--- src/rtl/des_round_ctrl.sv ---
// Iterative DES round controller: one Feistel round per clock.
// Holds the L/R halves and the 56-bit C/D key state, sequences the round
// count and applies the per-round C/D rotation. The f-function, PC2, IP and
// IP^-1 are external and combinational.
module des_round_ctrl #(
  parameter int ROUNDS       = 16,   // 1..16; 16 for standard DES
  parameter bit ZERO_ON_IDLE = 1'b1  // 1: o_Data reads 0 while o_Valid is low
) (
  input  logic        i_Clk,
  input  logic        i_Rst_n,
  input  logic        i_Valid,
  output logic        o_Ready,
  input  logic        i_Decrypt,
  input  logic [63:0] i_Data,
  input  logic [55:0] i_Key56,
  output logic [31:0] o_FR,
  output logic [55:0] o_CD,
  input  logic [31:0] i_FOut,
  output logic [3:0]  o_Round,
  output logic        o_Busy,
  output logic        o_Valid,
  input  logic        i_Ready,
  output logic [63:0] o_Data,
  output logic [1:0]  o_State
);

  typedef enum logic [1:0] {
    S_IDLE  = 2'd0,
    S_ROUND = 2'd1,
    S_DONE  = 2'd2
  } state_t;

  localparam logic [3:0] LAST_CNT = 4'(ROUNDS - 1);

  state_t      state;
  logic [31:0] l_q;
  logic [31:0] r_q;
  logic [55:0] cd_q;
  logic [3:0]  cnt_q;
  logic        dec_q;
  logic        valid_q;
  logic        busy_q;
  logic        accept;
  logic [4:0]  next_round;

  // Rotation of one 28-bit key half ahead of 1-based round rnd.
  // Encrypt rotates left (1 or 2); decrypt walks the same schedule backwards
  // by rotating right, with no rotation before round 1.
  function automatic logic [27:0] rot_half(input logic [27:0] x,
                                           input logic [4:0]  rnd,
                                           input logic        dec);
    logic single;
    single = (rnd == 5'd1) || (rnd == 5'd2) || (rnd == 5'd9) || (rnd == 5'd16);
    if (!dec)
      rot_half = single ? {x[26:0], x[27]} : {x[25:0], x[27:26]};
    else if (rnd == 5'd1)
      rot_half = x;
    else
      rot_half = single ? {x[0], x[27:1]} : {x[1:0], x[27:2]};
  endfunction

  // C and D rotate independently.
  function automatic logic [55:0] rot_cd(input logic [55:0] cd,
                                         input logic [4:0]  rnd,
                                         input logic        dec);
    rot_cd = {rot_half(cd[55:28], rnd, dec), rot_half(cd[27:0], rnd, dec)};
  endfunction

  // Handshake: a transfer happens on a rising edge where valid and ready are
  // both high. Input side: o_Ready is high in IDLE, and in DONE when the
  // result is being consumed on the same edge (back-to-back); low in ROUND,
  // so i_Valid there is ignored. Output side: o_Valid stays high with o_Data
  // stable until the edge where i_Ready is high. o_Ready is low while reset
  // is asserted.
  assign o_Ready    = i_Rst_n & ((state == S_IDLE) | ((state == S_DONE) & i_Ready));
  assign accept     = i_Valid & o_Ready;
  assign next_round = {1'b0, cnt_q} + 5'd2;

  // Round FSM with all datapath state; L/R change only on accept or in ROUND.
  always_ff @(posedge i_Clk or negedge i_Rst_n) begin
    if (!i_Rst_n) begin
      state   <= S_IDLE;
      l_q     <= '0;
      r_q     <= '0;
      cd_q    <= '0;
      cnt_q   <= '0;
      dec_q   <= 1'b0;
      valid_q <= 1'b0;
      busy_q  <= 1'b0;
    end else if (accept) begin
      l_q     <= i_Data[63:32];
      r_q     <= i_Data[31:0];
      cd_q    <= rot_cd(i_Key56, 5'd1, i_Decrypt);
      cnt_q   <= '0;
      dec_q   <= i_Decrypt;
      valid_q <= 1'b0;
      busy_q  <= 1'b1;
      state   <= S_ROUND;
    end else begin
      case (state)
        S_ROUND: begin
          l_q <= r_q;
          r_q <= l_q ^ i_FOut;
          if (cnt_q == LAST_CNT) begin
            // CD holds after the final round; count parks at 0.
            cnt_q   <= '0;
            valid_q <= 1'b1;
            busy_q  <= 1'b0;
            state   <= S_DONE;
          end else begin
            cd_q  <= rot_cd(cd_q, next_round, dec_q);
            cnt_q <= cnt_q + 4'd1;
          end
        end
        S_DONE: begin
          if (i_Ready) begin
            valid_q <= 1'b0;
            state   <= S_IDLE;
          end
        end
        S_IDLE: begin
          state <= S_IDLE;
        end
        default: begin
          state <= S_IDLE;
        end
      endcase
    end
  end

  assign o_FR    = r_q;
  assign o_CD    = cd_q;
  assign o_Round = cnt_q;
  assign o_Busy  = busy_q;
  assign o_Valid = valid_q;
  assign o_State = state;

  // Preoutput is {R16, L16}; optionally blanked while no result is valid.
  generate
    if (ZERO_ON_IDLE) begin : g_zero_idle
      assign o_Data = valid_q ? {r_q, l_q} : 64'd0;
    end else begin : g_raw_idle
      assign o_Data = {r_q, l_q};
    end
  endgenerate

endmodule

--- config.mk ---
export PLATFORM = sky130hd
export DESIGN_NAME = des_round_ctrl
export DESIGN_NICKNAME = d
export VERILOG_FILES = /design/src/rtl/des_round_ctrl.sv
export SDC_FILE = /design/constraint.sdc
export NUM_CORES = 1
export LEC_CHECK = 0
export CORE_ASPECT_RATIO = 1.5
export CORE_MARGIN = 5
export CORE_UTILIZATION = 50
export CTS_BUF_LIST = sky130_fd_sc_hd__clkbuf_8
export DETAILED_ROUTE_END_ITERATION = 10
export HOLD_SLACK_MARGIN = 0.02
export MAX_ROUTING_LAYER = met4
export PLACE_DENSITY_LB_ADDON = 0.1
export SYNTH_ARGS = -nofsm -noshare
export SYNTH_HDL_FRONTEND = slang
export SYNTH_SLANG_ARGS = --single-unit
--- constraint.sdc ---
create_clock -name i_Clk -period 3.5 [get_ports i_Clk]
set_input_delay 0.525 -clock i_Clk [delete_from_list [all_inputs] [get_ports i_Clk]]
set_output_delay 0.525 -clock i_Clk [all_outputs]
set_load 0.02 [all_outputs]
### Yosys cells after proc, flatten, opt, wreduce, memory -nomap -nowiden

Cells that the tools add are included.

* bits in registers: 129
* output and inout bits: 161
* logic and storage cells: 69
* input bits: 157

* reduce and logical (&&, ||, !) cells: 11
* muxes and demuxes: 32
* equality and inequality tests: 11
* add/subtract/negate cells: 2
* bitwise operators: 5

Operators by type and width (number)
* $mux W28: 10
* $mux W56: 3
* $mux W32: 4
* $mux W64: 1
* $xor A32 B32 Y32: 1
* $mux W4: 3
* $ne A3 B3 Y1 const B: 3
* $mux W1: 6
* $mux W2: 3
* $reduce_and A3 Y1: 2
* $add A4 B2 Y5 const B: 1
* $eq A5 B1 Y1 const B: 1
* $eq A5 B2 Y1 const B: 1
* $eq A5 B4 Y1 const B: 1
* $eq A5 B5 Y1 const B: 1
* $add A4 B1 Y4 const B: 1
* $eq A4 B4 Y1 const B: 1
* $pmux W2 S2: 1
* $reduce_and A2 Y1: 2
* $reduce_bool A2 Y1: 2
* $and A1 B1 Y1: 3
* $logic_or A1 B1 Y1: 3
* $reduce_bool A3 Y1: 1
* $eq A2 B1 Y1 const B: 1
* other kinds (5): 5

### Logic depth before layout (Yosys ltp)

* word-level depth: 11
* mapped depth: 10
* depth with buffers taken out: 7

### Worst setup path before layout

No wires, ideal clock.

* kind: register to register
* from: register cnt_q[1] (netlist: o_Round[1])
* to: register cd_q[10] (netlist: o_CD[10])
* arrival: 2319 ps
* clock period less this slack: 2440 ps
* setup slack: 1060 ps
* buffers on the path: 2
* required time: 3379 ps
* stages on the path, launching flop included: 10
* library setup time: 121 ps
* cells stage by stage: dfrtp_1 ha_1 xor2_1 mux2i_1 or3_1 buf_6 a21oi_4 buf_6 a221o_1 o22a_1

* cells in the longest elaborated chain, start to end: 11
* elaborated cells on any way between the ends: 19
* classes of those cells: 1 x add/sub; 7 x eq/ne; 7 x mux; 4 x reduce/logical

Ends and longest elaborated chain
* start: declaration: RTL line 39 `logic [3:0] cnt_q;`
* start signal: assignment: RTL line 112 `cnt_q <= cnt_q + 4'd1;`
* $add A4 B2 Y5: RTL line 77 `assign next_round = {1'b0, cnt_q} + 5'd2;`
* $eq A5 B1 Y1 or $eq A5 B2 Y1 (tied branches): RTL line 53, 56
* $logic_or A1 B1 Y1 (3 in a row): RTL line 53 `single = (rnd == 5'd1) || (rnd == 5'd2) || (rnd == 5'd9) || (rnd == 5'd16);`
* $mux W28: RTL line 59 `rot_half = single ? {x[0], x[27:1]} : {x[1:0], x[27:2]};`
* $mux W28: RTL line 56 `else if (rnd == 5'd1)`
* $mux W28: RTL line 54 `if (!dec)`
* $mux W56: RTL line 104 `if (cnt_q == LAST_CNT) begin`
* $mux W56: RTL line 100 `case (state)`
* $mux W56: RTL line 90 `end else if (accept) begin`
* end signal: assignment: RTL line 93 `cd_q <= rot_cd(i_Key56, 5'd1, i_Decrypt);`
* end signal: assignment: RTL line 111 `cd_q <= rot_cd(cd_q, next_round, dec_q);`
* end: declaration: RTL line 38 `logic [55:0] cd_q;`

Several ways; a longest one is shown, not always the timed one. The select of a mux whose other input is x is not followed.
A chain may end at the register's enable or synchronous reset.

### Worst setup path in the final report

* from: register cnt_q[1] (netlist: o_Round[1])
* to: register cd_q[16] (netlist: o_CD[16])

The elaborated chain is that of the path after synthesis.

==> metrics.txt <==
Synth area leader=dfrtp_1; VDD IR-drop max=640 uV; final hold vios=0; hpwl dp=21,400 um; footprint of the multi-input gates=4950 um^2; Worst Path Arrival=3.29 ns; clock tree from TritonCTS=done; post-synth net total=1,180; grt ovf=0; Clock Sink Count=129; Placer Congestion=0.864; most frequent cell after synthesis=nand2_1; TNS Setup=0 ns; pre-CTS setup slack=0.537 ns; clock tree buffer depth=2; port buffer count=317; CP required=3.83 ns; area grow syn2layout=42.8%; num rows=58; H-Tree Depth=4; Seq/Total Area, Yosys=0.377; r2r worst-path depth=8; CTS Root Cell=clkbuf_8; final instance area=12,200 um^2; layout cells sized above 1=0.0546; ANT nets after route=0; post-route minimum period=2.96 ns; Final Max Tran Viols=0; critical path launch point type=flip-flop; Via density=6.06; clock latency on the worst-skew pair=0.44 ns; Worst Path Max Fanout=22; EDFF count, synth=0; gr usage total=0.316; Die Span X=117 um; vias in the first global route=9,195; Filler cells=1,388; die height=170 um; Mapped Area=8560 um^2; largest net degree at the start of global routing=87; Worst Clk Skew=0.0132 ns; max-cap violation count=0; share of the synthesized area in the top cell type=0.377; Synth Instances=1,019; Crit. End Element=flip-flop; Residual DRC=0; top post-synthesis cells by count=nand2_1, dfrtp_1, o21ai_0; Async SR Flop Fraction=1.00; RSZ-0062 raised after global routing=no; FMAX=0.338 GHz; Main synth FF type=dfrtp_1; Tightest Pin Transition=1.12 ns; Max-slew headroom=0.251; drt first-iter violations=984; P_leak=5.05 nW; top cells by area, synth=dfrtp_1, mux2i_1, nand2_1; first-pass GRT wire length=48,500 um; starting density of the core=0.509; Post-CTS Setup Repair Bufs=0; post-synth cell types=42; DRT Wirelength=30,900 um; pwr/cell area=1110 nW/um^2; routed vias=9,163; CTS Buf Count=17; Area after DPL=11,800 um^2; Post-CTS Hold Fix Bufs=0; syn_area_per_cell=8.40 um^2; Register Area=3230 um^2; initial antenna violation count=1; Resized cells post-CTS=0; Core Box Area=16,800 um^2; die area=19,900 um^2; outcome=complete, no violations; fin crit share=0.846; drt pass-1 iters=6; IO Count=318; fin nets=1,449; Hold Crit Class=input port to asynchronous set/reset pin; Crit Path Class=flip-flop to flip-flop; DR WL/cell=20.4 um; final worst slack=0.540 ns; Synth Register Bits=129; number of synthesis warnings=0; Setup Viol. Count Final=0; clock slew at reported path FFs=0.08 ns
layer usage:
layer,global-route usage,part of all wire,up-vias
li1,-,-,4202
met3,0.0726,0.090,82
met1,0.365,0.37,4365
met5,-,0,-
met4,0.110,0.030,0
met2,0.536,0.51,514
logic make-up after synthesis:
kind of cell             Yosys count  share of synthesized area
XOR/XNOR                          34                     0.0348
AND/OR/NAND/NOR                  343                      0.185
multiplexers                      57                     0.0666
AO/OA/AOI/OAI                    356                      0.281
flip-flops                       129                      0.377
adder cells (fa/ha/maj)            4                    0.00585
buffers and inverters             96                     0.0494
critical path: stages, from the launching register on:
cell and delay [ns]:
dfrtp_1 0.48, ha_1 0.31, xor2_1 0.20, mux2i_1 0.35
or3_1 0.25, buf_4 0.23, nand2_2 0.33, a32o_1 0.37
o32a_1 0.32
final timing paths:
check	startpoint	endpoint	slack, ns
setup / recovery	o_Round[1]	o_CD[16]	0.54
hold / removal	i_Rst_n	dec_q	0.19
setup reg to reg	o_Round[1]	o_CD[16]	0.54
hold reg to reg	l_q[7]	l_q[7]	0.52
max in group asynchronous	i_Rst_n	o_Round[3]	1.78
min in group i_Clk	l_q[7]	l_q[7]	0.52
through the flow:
stage	hold slack, ns	total power (W)	utilization	cells
detailed placement	0.501	0.0122	0.703	1479
finish	0.187	0.0135	0.726	1511
floorplan	0.229	0.00868	-	1019
global placement	0.496	0.0120	0.703	1479
global route	0.217	0.0144	0.726	1511
CTS	0.174	0.0135	0.726	1510
state kept, by name, indices dropped and copies added, names as in the netlist:
register	cells
o_Round	4
l_q	32
o_FR	32
o_CD	56
o_State	2
o_Valid	1
o_Busy	1
dec_q	1
placed cells by master, fill, tap and decap left out, types with 32 or more instances in the layout:
cell type,instances
nand3_1,47
xnor2_1,32
o21ai_0,81
nand2_1,144
mux2i_1,57
clkdlybuf4s50_1,315
and2_1,68
dfrtp_1,129
a22oi_1,34
a21oi_1,78
a21boi_0,34
nor2_1,62
power by group:
group          internal (W)  total, W  switching, W
sequential          0.00231   0.00336       0.00105
combinational       0.00411   0.00886       0.00475
clock              0.000669   0.00131      0.000645
layout make-up:
class | count | area share
tap | 210 | 0.0215
clock buffer | 19 | 0.0214
clock inverter | 12 | 0.0110
inverter | 3 | 0.000921
multi-input combinational | 794 | 0.405
antenna | 1 | 0.000205
sequential | 129 | 0.264
timing repair buffer | 343 | 0.276
Power figures use the tool's default switching activity.
